File: config.mk
export PLATFORM = sky130hd
export DESIGN_NAME = writeback_queue_flat
export DESIGN_NICKNAME = d
export VERILOG_FILES = /design/src/rtl/writeback_queue_if.sv /design/src/rtl/writeback_queue.sv /design/src/flat_wrapper.sv
export SDC_FILE = /design/constraint.sdc
export NUM_CORES = 1
export LEC_CHECK = 0
export BUFFER_PORTS_ARGS = -buffer_cell sky130_fd_sc_hd__buf_2
export CAP_MARGIN = 30
export CORE_MARGIN = 4
export CORE_UTILIZATION = 40
export CTS_CLUSTER_SIZE = 10
export DETAILED_ROUTE_END_ITERATION = 7
export PLACE_DENSITY_LB_ADDON = 0.3
export SETUP_SLACK_MARGIN = 0.2
export SYNTH_ARGS = -nofsm -noshare
export SYNTH_HDL_FRONTEND = slang
export SYNTH_SLANG_ARGS = --single-unit
export TNS_END_PERCENT = 20
File: constraint.sdc
create_clock -name clock -period 7.3 [get_ports clock]
set_input_delay 1.46 -clock clock [delete_from_list [all_inputs] [get_ports clock]]
set_output_delay 1.46 -clock clock [all_outputs]
set_load 0.01 [all_outputs]
File: src/rtl/writeback_queue_if.sv
// Handshake, write-port and forwarding signals between the completion logic,
// the writeback queue and the register file.
interface writeback_queue_if #(
    parameter int DEPTH = 4,
    parameter int CW    = $clog2(DEPTH + 1)
);
    logic          in_valid;
    logic          in_ready;
    logic [4:0]    in_reg;
    logic [31:0]   in_data;
    logic          ctrl_stall;
    logic          ctrl_writeEnable;
    logic [4:0]    ctrl_writeReg;
    logic [31:0]   data_writeReg;
    logic [4:0]    ctrl_readRegA;
    logic [4:0]    ctrl_readRegB;
    logic          fwd_hitA;
    logic [31:0]   fwd_dataA;
    logic          fwd_hitB;
    logic [31:0]   fwd_dataB;
    logic [CW-1:0] count;

    modport master (
        output in_valid, in_reg, in_data, ctrl_stall, ctrl_readRegA, ctrl_readRegB,
        input  in_ready, ctrl_writeEnable, ctrl_writeReg, data_writeReg,
               fwd_hitA, fwd_dataA, fwd_hitB, fwd_dataB, count
    );

    modport slave (
        input  in_valid, in_reg, in_data, ctrl_stall, ctrl_readRegA, ctrl_readRegB,
        output in_ready, ctrl_writeEnable, ctrl_writeReg, data_writeReg,
               fwd_hitA, fwd_dataA, fwd_hitB, fwd_dataB, count
    );
endinterface

File: src/rtl/writeback_queue.sv
// Circular writeback buffer draining one result per cycle into the register
// file write port, with youngest-entry forwarding to both read ports.
module writeback_queue #(
    parameter int DEPTH = 4,
    parameter int CW    = $clog2(DEPTH + 1)
) (
    input logic               clock,
    input logic               ctrl_reset,
    writeback_queue_if.slave  wb
);
    localparam int PW = $clog2(DEPTH);

    logic [4:0]    reg_mem_q  [DEPTH];
    logic [4:0]    reg_mem_d  [DEPTH];
    logic [31:0]   data_mem_q [DEPTH];
    logic [31:0]   data_mem_d [DEPTH];
    logic [PW-1:0] head_q, head_d;
    logic [PW-1:0] tail_q, tail_d;
    logic [CW-1:0] count_q, count_d;

    logic          ready;
    logic          write_en;
    logic          store;
    logic          hit_a, hit_b;
    logic [31:0]   fwd_a, fwd_b;

    assign ready    = count_q < CW'(DEPTH);
    assign write_en = (count_q != '0) && !wb.ctrl_stall;
    // Register 0 completes the handshake but is never queued.
    assign store    = wb.in_valid && ready && (wb.in_reg != 5'd0);

    assign wb.in_ready         = ready;
    assign wb.ctrl_writeEnable = write_en;
    assign wb.ctrl_writeReg    = (count_q != '0) ? reg_mem_q[head_q]  : 5'd0;
    assign wb.data_writeReg    = (count_q != '0) ? data_mem_q[head_q] : 32'd0;
    assign wb.count            = count_q;
    assign wb.fwd_hitA         = hit_a;
    assign wb.fwd_dataA        = fwd_a;
    assign wb.fwd_hitB         = hit_b;
    assign wb.fwd_dataB        = fwd_b;

    always_comb begin
        reg_mem_d  = reg_mem_q;
        data_mem_d = data_mem_q;
        head_d     = head_q;
        tail_d     = tail_q;
        count_d    = count_q;
        if (store) begin
            reg_mem_d[tail_q]  = wb.in_reg;
            data_mem_d[tail_q] = wb.in_data;
            tail_d             = tail_q + PW'(1);
        end
        if (write_en) begin
            head_d = head_q + PW'(1);
        end
        case ({store, write_en})
            2'b10:   count_d = count_q + CW'(1);
            2'b01:   count_d = count_q - CW'(1);
            default: count_d = count_q;
        endcase
    end

    // Walk oldest to youngest so the last match left standing is the youngest.
    always_comb begin
        logic [PW-1:0] idx;
        idx   = '0;
        hit_a = 1'b0;
        hit_b = 1'b0;
        fwd_a = 32'd0;
        fwd_b = 32'd0;
        for (int k = 0; k < DEPTH; k++) begin
            idx = head_q + PW'(k);
            if (CW'(k) < count_q) begin
                if (wb.ctrl_readRegA != 5'd0 && reg_mem_q[idx] == wb.ctrl_readRegA) begin
                    hit_a = 1'b1;
                    fwd_a = data_mem_q[idx];
                end
                if (wb.ctrl_readRegB != 5'd0 && reg_mem_q[idx] == wb.ctrl_readRegB) begin
                    hit_b = 1'b1;
                    fwd_b = data_mem_q[idx];
                end
            end
        end
    end

    always_ff @(posedge clock or posedge ctrl_reset) begin
        if (ctrl_reset) begin
            head_q  <= '0;
            tail_q  <= '0;
            count_q <= '0;
            for (int i = 0; i < DEPTH; i++) begin
                reg_mem_q[i]  <= 5'd0;
                data_mem_q[i] <= 32'd0;
            end
        end else begin
            head_q     <= head_d;
            tail_q     <= tail_d;
            count_q    <= count_d;
            reg_mem_q  <= reg_mem_d;
            data_mem_q <= data_mem_d;
        end
    end
endmodule

File: src/flat_wrapper.sv
// flat-port wrapper written by rule: the top's interface ports become plain ports
module writeback_queue_flat 
#(
    parameter int DEPTH = 4,
    parameter int CW    = $clog2(DEPTH + 1)
)
  (clock, ctrl_reset, wb_in_valid, wb_in_reg, wb_in_data, wb_ctrl_stall, wb_ctrl_readRegA, wb_ctrl_readRegB, wb_in_ready, wb_ctrl_writeEnable, wb_ctrl_writeReg, wb_data_writeReg, wb_fwd_hitA, wb_fwd_dataA, wb_fwd_hitB, wb_fwd_dataB, wb_count);
  writeback_queue_if #(.DEPTH(DEPTH), .CW(CW)) wb_i ();
  input logic clock;
  input logic ctrl_reset;
  input wire logic [$bits(wb_i.in_valid)-1:0] wb_in_valid;
  input wire logic [$bits(wb_i.in_reg)-1:0] wb_in_reg;
  input wire logic [$bits(wb_i.in_data)-1:0] wb_in_data;
  input wire logic [$bits(wb_i.ctrl_stall)-1:0] wb_ctrl_stall;
  input wire logic [$bits(wb_i.ctrl_readRegA)-1:0] wb_ctrl_readRegA;
  input wire logic [$bits(wb_i.ctrl_readRegB)-1:0] wb_ctrl_readRegB;
  output wire logic [$bits(wb_i.in_ready)-1:0] wb_in_ready;
  output wire logic [$bits(wb_i.ctrl_writeEnable)-1:0] wb_ctrl_writeEnable;
  output wire logic [$bits(wb_i.ctrl_writeReg)-1:0] wb_ctrl_writeReg;
  output wire logic [$bits(wb_i.data_writeReg)-1:0] wb_data_writeReg;
  output wire logic [$bits(wb_i.fwd_hitA)-1:0] wb_fwd_hitA;
  output wire logic [$bits(wb_i.fwd_dataA)-1:0] wb_fwd_dataA;
  output wire logic [$bits(wb_i.fwd_hitB)-1:0] wb_fwd_hitB;
  output wire logic [$bits(wb_i.fwd_dataB)-1:0] wb_fwd_dataB;
  output wire logic [$bits(wb_i.count)-1:0] wb_count;
  assign wb_i.in_valid = wb_in_valid;
  assign wb_i.in_reg = wb_in_reg;
  assign wb_i.in_data = wb_in_data;
  assign wb_i.ctrl_stall = wb_ctrl_stall;
  assign wb_i.ctrl_readRegA = wb_ctrl_readRegA;
  assign wb_i.ctrl_readRegB = wb_ctrl_readRegB;
  assign wb_in_ready = wb_i.in_ready;
  assign wb_ctrl_writeEnable = wb_i.ctrl_writeEnable;
  assign wb_ctrl_writeReg = wb_i.ctrl_writeReg;
  assign wb_data_writeReg = wb_i.data_writeReg;
  assign wb_fwd_hitA = wb_i.fwd_hitA;
  assign wb_fwd_dataA = wb_i.fwd_dataA;
  assign wb_fwd_hitB = wb_i.fwd_hitB;
  assign wb_fwd_dataB = wb_i.fwd_dataB;
  assign wb_count = wb_i.count;
  writeback_queue #(.DEPTH(DEPTH), .CW(CW)) u_core (.clock(clock), .ctrl_reset(ctrl_reset), .wb(wb_i));
endmodule
**Word-level counts from Yosys, hierarchy flattened**

Index checks and enable logic that the tools add are counted.

- Register bits after elaboration: 155
- Bits of input ports: 51
- Output and inout bits: 108
- Word-level logic and storage cells: 126

- Add/sub/neg operators: 6
- Magnitude comparators: 11
- Equality and inequality tests: 10
- Muxes and demuxes: 65
- Bitwise logic cells: 5
- Reduce and logical (&&, ||, !) cells: 18

Operators by type and width:

| kind | count |
|---|---|
| $mux 32 | 26 |
| $bmux 32 s2 | 4 |
| $bwmux 128 | 1 |
| $demux 32 s2 | 1 |
| $mux 5 | 10 |
| $bmux 5 s2 | 4 |
| $eq 5x5->1 | 8 |
| $bwmux 20 | 1 |
| $mux 1 | 16 |
| $ge 3x3->1 const B | 5 |
| $not 2->3 | 5 |
| $reduce_bool 5->1 | 3 |
| $logic_and 1x1->1 | 12 |
| $demux 5 s2 | 1 |
| $lt 1x3->1 const A | 2 |
| $lt 2x3->1 const A | 2 |
| $pmux 3 s2 | 1 |
| $add 2x1->2 const B | 2 |
| $add 2x2->2 const B | 2 |
| $add 3x1->3 const B | 1 |
| $lt 3x1->1 const B | 1 |
| $lt 3x3->1 const B | 1 |
| $reduce_bool 3->1 | 1 |
| $sub 3x1->3 const B | 1 |
| other kinds (4) | 4 |

**Logic depth before layout (Yosys ltp)**

Gate-level depths: netlist of run 1.

- Depth after elaboration: 14
- Depth in mapped cells: 10

**Worst setup path after synthesis of run 1**

Ideal clock, no wire load.

- Kind: input-to-output
- From: input port wb_ctrl_readRegA[1]
- To: output port wb_fwd_dataA[10]
- Data arrival time: 3.414 ns
- Required time: 5.840 ns
- Path slack: 2.426 ns
- Cell stages on the path: 8
- Buffers on the path: 2
- Cell sequence: clkbuf_1 -> nor4_1 -> a211o_1 -> a211o_1 -> o311a_4 -> buf_6 -> a221o_1 -> a31o_1

- Cells in the longest elaborated chain, start to end: 10
- Elaborated cells on any way between the ends: 17
- Those cells by class: eq/ne (4); mux (8); reduce/logical (5)

Ends and longest elaborated chain:

| item | line | RTL |
|---|---|---|
| start, declared | flat_wrapper.sv:15 | `input wire logic [$bits(wb_i.ctrl_readRegA)-1:0] wb_ctrl_readRegA;` |
| $eq 5x5->1 / $reduce_bool 5->1 (equally long branches) | writeback_queue.sv:74 | `if (wb.ctrl_readRegA != 5'd0 && reg_mem_q[idx] == wb.ctrl_readRegA) begin` |
| $logic_and 1x1->1 | writeback_queue.sv:74 |  |
| $mux 32 | writeback_queue.sv:74 |  |
| $mux 32 | writeback_queue.sv:73 | `if (CW'(k) < count_q) begin` |
| $mux 32 | writeback_queue.sv:74 |  |
| $mux 32 | writeback_queue.sv:73 |  |
| $mux 32 | writeback_queue.sv:74 |  |
| $mux 32 | writeback_queue.sv:73 |  |
| $mux 32 | writeback_queue.sv:74 |  |
| $mux 32 (*) | writeback_queue.sv:73 |  |
| end, declared | flat_wrapper.sv:22 | `output wire logic [$bits(wb_i.fwd_dataA)-1:0] wb_fwd_dataA;` |

Mark *: on every way between the ends. The rest lies on a longest branch, timed or not.

**Worst setup path after layout of run 1**

- From: register u_core.head_q[1]
- To: output port wb_fwd_dataB[16]

- Cells in the longest elaborated chain, start to end: 14
- Elaborated cells on any way between the ends: 47
- Those cells by class: add/sub (3); eq/ne (4); mux (32); bitwise (4); reduce/logical (4)

Ends and longest elaborated chain:

| item | line | RTL |
|---|---|---|
| start, declared | writeback_queue.sv:17 | `logic [PW-1:0] head_q, head_d;` |
| start signal, assigned | writeback_queue.sv:88 | `head_q <= '0;` |
| start signal, assigned | writeback_queue.sv:96 | `head_q <= head_d;` |
| parallel branches: the longest is 13 deep, another holds $add 2x1->2 | -- |  |
| $mux 32 (*) | writeback_queue.sv:73 |  |
| end, declared | flat_wrapper.sv:24 | `output wire logic [$bits(wb_i.fwd_dataB)-1:0] wb_fwd_dataB;` |

Every way passes the cells marked *. The select of a mux whose other input is x is not followed.

==> impl_metrics.json, run 1 <==
{
  "status": "finished clean",
  "overflow": 0,
  "placed_cell_area_sq_mm": 0.0136,
  "synth_top_area_share_pct": 30.8,
  "drive_above_1_share_pct": 38.4,
  "clk_pin_slew_ns": 0.07,
  "use_met3_pct": 4.60,
  "cp-end-kind": "primary output",
  "p_comb_share_pct": 64.3,
  "p_leak_uw": 0.00622,
  "clock_path_buffers": 2,
  "nFillCells": 2858,
  "cp.required_ns": 5.84,
  "grt_use_met2_pct": 34.3,
  "worst_slack_ns": 1.30,
  "totalWireLength_mm": 37.2,
  "design_area_sq_mm": 0.0143,
  "clockPowerShare_pct": 11.9,
  "area_delta_synth_final_pct": 13.6,
  "p_sw_uw": 3330,
  "grt_setup_unrepaired": "false",
  "gp_congestion": 0.887,
  "dieArea_sq_mm": 0.0344,
  "nets": 1265,
  "ys_ff_latch": 155,
  "worst_ep_arrival_time_ns": 4.54,
  "grt_max_degree": 86,
  "grt_busiest_layer": "met2",
  "max_freq_mhz": 167,
  "timing.critical_path.slowest_cell_delay_ns": 0.85,
  "syn_nets": 1173,
  "setup_violations": 0,
  "drc": 0,
  "ant_nets": 0,
  "num_vias": 9920,
  "worst_pin_slew_ns": 0.947,
  "die_w_microns": 185,
  "post_cts_buffers": 0,
  "drv_cap": 0,
  "path_buf_inv": 2,
  "final_cell_mix": "buf_2 (158), dfrtp_1 (153), mux2_2 (149)",
  "stdcell_count": 1617,
  "yosys_warnings": 0,
  "slew_headroom_pct": 36.8,
  "wire_per_inst_microns": 23.0,
  "h-tree-depth": 4,
  "cts_sinks": 155,
  "final_common_cell": "buf_2",
  "place_inst": 1580,
  "grt_pass1_vias": 9955,
  "rows": 64,
  "die-height_microns": 185,
  "hold_class": "reg2reg",
  "cts_made_buffers": 17,
  "synth.yosys.seq_area_share_pct": 30.8,
  "io_pins": 159,
  "core_area_sq_mm": 0.0308,
  "drt-pass1-iter-count": 5,
  "insertion_delay_ns": 0.43,
  "fin_skew_ns": 0.0166,
  "ys_top_cells_by_area": "dfrtp_1 (31%), mux4_2 (15%), mux2_2 (13%)",
  "hold_viol_final": 0,
  "synth_ff_type": "dfrtp_1",
  "drtIter0Drc": 683,
  "root_buffer": "clkbuf_16",
  "synthCells": 1114,
  "min_period_ns": 6.00,
  "p_sw_share_pct": 43.7,
  "antenna_found_initial": 5,
  "yosysTopAreaCell": "dfrtp_1",
  "path_delay_family": "simple AND/OR/NAND/NOR gates",
  "synthArstFlopShare_pct": 100,
  "avgSynthCellArea_sq_um": 11.3,
  "min_period_over_period_pct": 82.2,
  "path_class": "reg2out",
  "portBuffers": 158,
  "syn_area_sq_mm": 0.0126,
  "p_total_uw": 7610,
  "dp_slack_ns": 1.59,
  "powerDensity_mw_per_mm2": 532,
  "worst_setup_path_start_kind": "flip-flop",
  "grt_first_pass_wirelength_mm": 58.1,
  "dp_hpwl_mm": 24.5,
  "cp_max_fo": 65,
  "crit_slowest_cell": "dfrtp_4",
  "synth_edf_count": 0,
  "setup_tns_ns": 0,
  "ctsHoldBuffers": 0,
  "p_int_uw": 4280,
  "synth.distinct_cells": 45,
  "peakVddDrop_v": 0.000196,
  "crit_chain": "mux4_2 -> xnor2_1 -> nand4_1 -> nor4b_2 -> buf_4 -> or2_2 -> o221ai_1 -> buf_2",
  "drv_slew": 0,
  "via_per_inst": 6.13,
  "globalRouteMet1Util_pct": 29.9,
  "grt_usage_pct": 21.6,
  "initial_core_util_pct": 40.9,
  "tritoncts": "built",
  "p_seq_share_pct": 23.8,
  "cts_resized": 0
}
stage by stage:
| stage | util [%] | hold WS, ns |
|---|---|---|
| global placement | 44.2 | 0.525 |
| floorplan | - | 0.513 |
| CTS | 46.1 | 0.551 |
| detailed placement | 44.2 | 0.536 |
| finish | 46.4 | 0.548 |
| global route | 46.4 | 0.558 |
path summary, 6_finish.rpt:
check / start / to / slack (ns) / depth (start not counted)
worst max-delay path: u_core.head_q[1] / wb_fwd_dataB[16] / 1.30 / 8
worst min-delay path: u_core.data_mem_q[84] / u_core.data_mem_q[84] / 0.55 / 1
worst max register to register: u_core.wb.count[2] / u_core.data_mem_q[126] / 4.71 / 5
worst min register to register: u_core.data_mem_q[84] / u_core.data_mem_q[84] / 0.55 / 1
max in group asynchronous: ctrl_reset / u_core.tail_q[0] / 4.98 / 4
min in group asynchronous: ctrl_reset / u_core.data_mem_q[109] / 1.18 / 2
cells in the mapped netlist, types with 2 or more instances:
library cell,count
nor3b_1,43
buf_1,7
buf_4,3
nand2b_1,33
xnor2_1,30
mux2_2,149
xor2_1,12
mux4_1,2
dfrtp_1,155
or2_2,2
or3_1,2
nor3_1,22
nand4_1,5
buf_6,4
o221ai_1,32
mux2i_1,125
nor2b_1,68
nand2_1,95
buf_2,24
nand3b_1,30
clkbuf_1,71
a221o_1,32
and2_1,2
ha_1,8
nor4_1,3
inv_1,11
o21ai_0,4
mux4_2,85
a31o_1,31
a211o_1,4
nor2_1,6
power by group through the flow:
stage | Combinational [uW] | Sequential (uW) | Clock [uW]
global route | 5300 | 1880 | 960
CTS | 4800 | 1860 | 927
detailed placement | 4770 | 1880 | 0
global placement | 4730 | 1840 | 0
finish | 4890 | 1810 | 907
floorplan | 3750 | 1600 | 0
state kept, by name (all words and copies together) (netlist names):
name               flops
u_core.head_q          2
u_core.data_mem_q    128
u_core.tail_q          2
u_core.reg_mem_q      20
u_core.wb.count        3
metal layers:
| metal | vias up | share of wire [%] |
|---|---|---|
| li1 | 4407 | - |
| met1 | 5096 | 44 |
| met2 | 348 | 47 |
| met3 | 63 | 6.1 |
| met4 | 6 | 2.4 |
| met5 | - | 0.091 |
layout make-up:
| class | instances | area, sq um | area share [%] |
|---|---|---|---|
| clock buffers | 18 | 439 | 3.07 |
| repair buffers | 183 | 1050 | 7.35 |
| inverters | 11 | 46.3 | 0.324 |
| well taps | 396 | 495 | 3.46 |
| clock inverters | 14 | 158 | 1.10 |
| flip-flops and latches | 155 | 3890 | 27.2 |
| diodes | 2 | 5.00 | 0.0350 |
| multi-input cells | 838 | 8220 | 57.5 |
logic make-up (layout without fill, tap and decap cells):
family | after synthesis | count (layout) | synth area share, %
AO/OA/AOI/OAI | 110 | 110 | 7.94
XOR/XNOR | 42 | 42 | 2.92
adder cells (fa/ha/maj) | 8 | 8 | 0.795
buffers and inverters | 121 | 226 | 4.30
flip-flops | 155 | 155 | 30.8
multiplexers | 361 | 361 | 38.9
other | 0 | 2 | 0
AND/OR/NAND/NOR | 317 | 317 | 14.4
No activity file was read; power rests on OpenSTA's default activity.
==> inputs of run 2 (changes only) <==
Clock period 7.3 ns to 5.5 ns, I/O delays scaled along.
==> run 2 against run 1 <==
Net effect:
- via count up 0.22%
- non-clock buffer count up 4
- design area down 0.22%
- combinational power up 33%
- core utilization down 0.10 points
- sequential power up 31%
- critical path depth unchanged
- first-iteration DRC count up 8.1%
- register-to-register slack worse by 1.9 ns
- clock skew down 0.0099 ns
==> impl_metrics.json, run 2 (synthesis results as in run 1) <==
{
  "worst_pin_slew_ns": 0.921,
  "cp-end-kind": "primary output",
  "worst_slack_ns": 0.530,
  "totalWireLength_mm": 36.5,
  "cp_max_fo": 32,
  "cp.required_ns": 4.40,
  "fin_skew_ns": 0.00671,
  "max_freq_mhz": 201,
  "grt_max_degree": 87,
  "die_w_microns": 185,
  "p_leak_uw": 0.00620,
  "powerDensity_mw_per_mm2": 704,
  "slew_headroom_pct": 38.6,
  "worst_setup_path_start_kind": "flip-flop",
  "grt_usage_pct": 21.2,
  "dp_slack_ns": 0.958,
  "top_register": "u_core.data_mem_q",
  "clk_pin_slew_ns": 0.06,
  "status": "finished clean",
  "nets": 1269,
  "cts_made_buffers": 17,
  "root_buffer": "clkbuf_16",
  "worst_ep_arrival_time_ns": 3.87,
  "grt_pass1_vias": 9904,
  "largest_reg_flops": 128,
  "die-height_microns": 185,
  "dieArea_sq_mm": 0.0344,
  "insertion_delay_ns": 0.43,
  "core_area_sq_mm": 0.0308,
  "gp_congestion": 0.856,
  "min_period_ns": 4.97,
  "drt-pass1-iter-count": 5,
  "antenna_found_initial": 6,
  "setup_violations": 0,
  "cts_sinks": 155,
  "path_class": "reg2out",
  "ant_nets": 0,
  "ctsHoldBuffers": 0,
  "area_delta_synth_final_pct": 13.3,
  "grt_first_pass_wirelength_mm": 57.1,
  "initial_core_util_pct": 40.9,
  "drive_above_1_share_pct": 38.3,
  "final_cell_mix": "buf_2 (158), dfrtp_1 (153), mux2_2 (149)",
  "post_cts_buffers": 0,
  "grt_setup_unrepaired": "false",
  "h-tree-depth": 4,
  "cts_resized": 0,
  "min_period_over_period_pct": 90.4,
  "portBuffers": 158,
  "fin_util_pct": 46.3,
  "peakVddDrop_v": 0.000348,
  "drv_cap": 0,
  "tritoncts": "built",
  "dp_hpwl_mm": 24.7,
  "clock_path_buffers": 2,
  "drv_slew": 0,
  "setup_tns_ns": 0,
  "wire_per_inst_microns": 22.5,
  "final_common_cell": "buf_2",
  "num_vias": 9942,
  "io_pins": 159,
  "hold_viol_final": 0,
  "via_per_inst": 6.13,
  "drc": 0,
  "drtIter0Drc": 738,
  "rows": 64,
  "hold_class": "reg2reg",
  "overflow": 0
}
[run 2: power by group]
part | internal [uW] | switching (uW)
Combinational | 3250 | 3230
Clock | 724 | 473
Sequential | 1730 | 645
Total | 5700 | 4350
[run 2: final timing paths]
kind,from,to,slack [ns],depth (start not counted)
setup reg to reg,u_core.wb.count[2],u_core.data_mem_q[90],2.81,5
hold / removal,u_core.data_mem_q[46],u_core.data_mem_q[46],0.55,1
setup / recovery,u_core.head_q[0],wb_fwd_dataA[15],0.53,8
max in group asynchronous,ctrl_reset,u_core.head_q[0],3.59,3
min in group asynchronous,ctrl_reset,u_core.data_mem_q[110],0.83,2
hold reg to reg,u_core.data_mem_q[46],u_core.data_mem_q[46],0.55,1
[run 2: cell type report]
class | count | area, sq um
Fill cell | 2786 | 16600
Multi-Input combinational cell | 838 | 8220
Sequential cell | 155 | 3890
Timing Repair Buffer | 187 | 1020
Tap cell | 396 | 495
Clock buffer | 21 | 450
Clock inverter | 10 | 143
Inverter | 11 | 46.3
Antenna cell | 3 | 7.51
[run 2: metrics by stage]
step	power [uW]	hold WS (ns)	instances	instance area, sq um
after CTS	10100	0.554	1618	14300
after global routing	10700	0.573	1621	14300
final	10000	0.549	1621	14300
after detailed placement	8850	0.539	1587	13700
after floorplan	7100	0.513	1114	12600
after global placement	8720	0.528	1587	13700
[run 2: layer usage]
| layer | share of wire (%) | wire [microns] | vias to the layer above | global-route usage (%) |
|---|---|---|---|---|
| met5 | 0.069 | 25 | - | 0 |
| met4 | 2.0 | 722 | 4 | 5.78 |
| met3 | 6.2 | 2280 | 53 | 4.83 |
| met2 | 47 | 17300 | 316 | 33.7 |
| met1 | 44 | 16200 | 5148 | 29.3 |
| li1 | - | - | 4421 | - |
[run 2: worst max-delay path: stages (launching register included)]
cell and delay, ns:
dfrtp_4 0.62, buf_4 0.41, mux4_2 0.62, a211o_1 0.30, a211oi_2 0.25, o311a_4 0.63, a221o_1 0.24, a31o_1 0.20
buf_2 0.15
==> inputs of run 3 (changes only) <==
Settings changed: PLACE_DENSITY set to 0.58, PLACE_DENSITY_LB_ADDON 0.3 to not set.
==> run 3 against run 2 <==
Net effect:
- die area did not move
- via count fell by 1.0%
- setup slack got worse by 0.090 ns
- design area barely moved
- sequential share of layout area barely moved
- largest cell class unchanged
==> impl_metrics.json, run 3 (synthesis results as in run 1) <==
{
  "status": "finished clean",
  "cp_max_fo": 38,
  "drive_above_1_share_pct": 38.5,
  "setup_tns_ns": 0,
  "clk_pin_slew_ns": 0.06,
  "path_class": "reg2out",
  "post_cts_buffers": 0,
  "worst_ep_arrival_time_ns": 3.96,
  "nFillCells": 2887,
  "clock_path_buffers": 2,
  "top_register": "u_core.data_mem_q",
  "rows": 64,
  "dieArea_sq_mm": 0.0344,
  "ctsHoldBuffers": 0,
  "io_pins": 159,
  "die_w_microns": 185,
  "powerDensity_mw_per_mm2": 704,
  "worst_setup_path_start_kind": "flip-flop",
  "totalWireLength_mm": 37.4,
  "core_area_sq_mm": 0.0308,
  "cts_resized": 0,
  "setup_violations": 0,
  "p_leak_uw": 0.00621,
  "cp.required_ns": 4.40,
  "stdcell_count": 1619,
  "max_freq_mhz": 198,
  "peakVddDrop_v": 0.000370,
  "fin_skew_ns": 0.00850,
  "drt-pass1-iter-count": 5,
  "num_vias": 9842,
  "drv_slew": 0,
  "crit_chain": "buf_4 -> mux4_2 -> xnor2_1 -> a211oi_2 -> o311a_4 -> a221o_1 -> a31o_1 -> buf_2",
  "regArea_sq_mm": 0.00389,
  "min_period_over_period_pct": 92.0,
  "path_buf_inv": 2,
  "die-height_microns": 185,
  "wire_per_inst_microns": 23.1,
  "ant_nets": 0,
  "grt_pass1_vias": 9889,
  "drc": 0,
  "cts_made_buffers": 17,
  "grt_setup_unrepaired": "false",
  "antenna_found_initial": 3,
  "place_inst": 1585,
  "nets": 1268,
  "fin_util_pct": 46.3,
  "dp_hpwl_mm": 25.0,
  "grt_first_pass_wirelength_mm": 58.3,
  "root_buffer": "clkbuf_16",
  "insertion_delay_ns": 0.42,
  "worst_pin_slew_ns": 0.948,
  "area_delta_synth_final_pct": 13.3,
  "drtIter0Drc": 642,
  "grt_usage_pct": 21.8,
  "timing.critical_path.slowest_cell_delay_ns": 0.64,
  "largest_reg_flops": 128,
  "overflow": 0,
  "path_delay_family": "compound AO/OA/AOI/OAI gates",
  "drv_cap": 0,
  "cts_sinks": 155,
  "initial_core_util_pct": 40.9,
  "portBuffers": 158,
  "final_common_cell": "buf_2",
  "hold_class": "reg2reg",
  "gp_congestion": 0.857,
  "grt_max_degree": 74,
  "multi_input_area_sq_mm": 0.00822,
  "via_per_inst": 6.08,
  "cp-end-kind": "primary output",
  "crit_slowest_cell": "mux4_2",
  "min_period_ns": 5.06,
  "worst_slack_ns": 0.441,
  "final_cell_mix": "buf_2 (158), dfrtp_1 (153), mux2_2 (149)",
  "dp_slack_ns": 0.831,
  "hold_viol_final": 0,
  "h-tree-depth": 4,
  "tritoncts": "built",
  "slew_headroom_pct": 36.8,
  "p_total_uw": 10000
}
## run 3: through the flow
stage          area [sq um]  hold slack (ns)
6_report              14300            0.548
5_1_grt               14300            0.569
4_1_cts               14200            0.552
3_5_place_dp          13700            0.539
3_3_place_gp          13700            0.528
2_1_floorplan         12600            0.513
## run 3: area by class of cell
class,instances,area share [%]
Multi-Input combinational cell,838,57.6
Sequential cell,155,27.2
Timing Repair Buffer,186,7.19
Tap cell,396,3.47
Clock buffer,20,3.20
Clock inverter,12,0.903
Inverter,11,0.325
Antenna cell,1,0.0175
## run 3: worst paths after layout
check | slack (ns) | startpoint | cells after the start | to
max | 0.44 | u_core.head_q[0] | 8 | wb_fwd_dataA[18]
min | 0.55 | u_core.data_mem_q[93] | 1 | u_core.data_mem_q[93]
max reg2reg | 2.81 | u_core.wb.count[2] | 5 | u_core.data_mem_q[68]
min reg2reg | 0.55 | u_core.data_mem_q[93] | 1 | u_core.data_mem_q[93]
max in group asynchronous | 3.59 | ctrl_reset | 3 | u_core.head_q[1]
min in group asynchronous | 0.79 | ctrl_reset | 2 | u_core.data_mem_q[111]
## run 3: where the power goes
group          leakage, uW  internal (uW)  total (uW)  switching [uW]
registers          0.00186           1730        2400             679
clock network     0.000282            661        1170             510
logic              0.00406           3250        6470            3220
## run 3: layer usage
layer	wire [microns]	global-route usage [%]	up-vias
met1	16400	29.5	5062
met4	549	6.14	2
met3	1770	3.02	46
li1	-	-	4421
met5	18	0	-
met2	18700	36.9	311
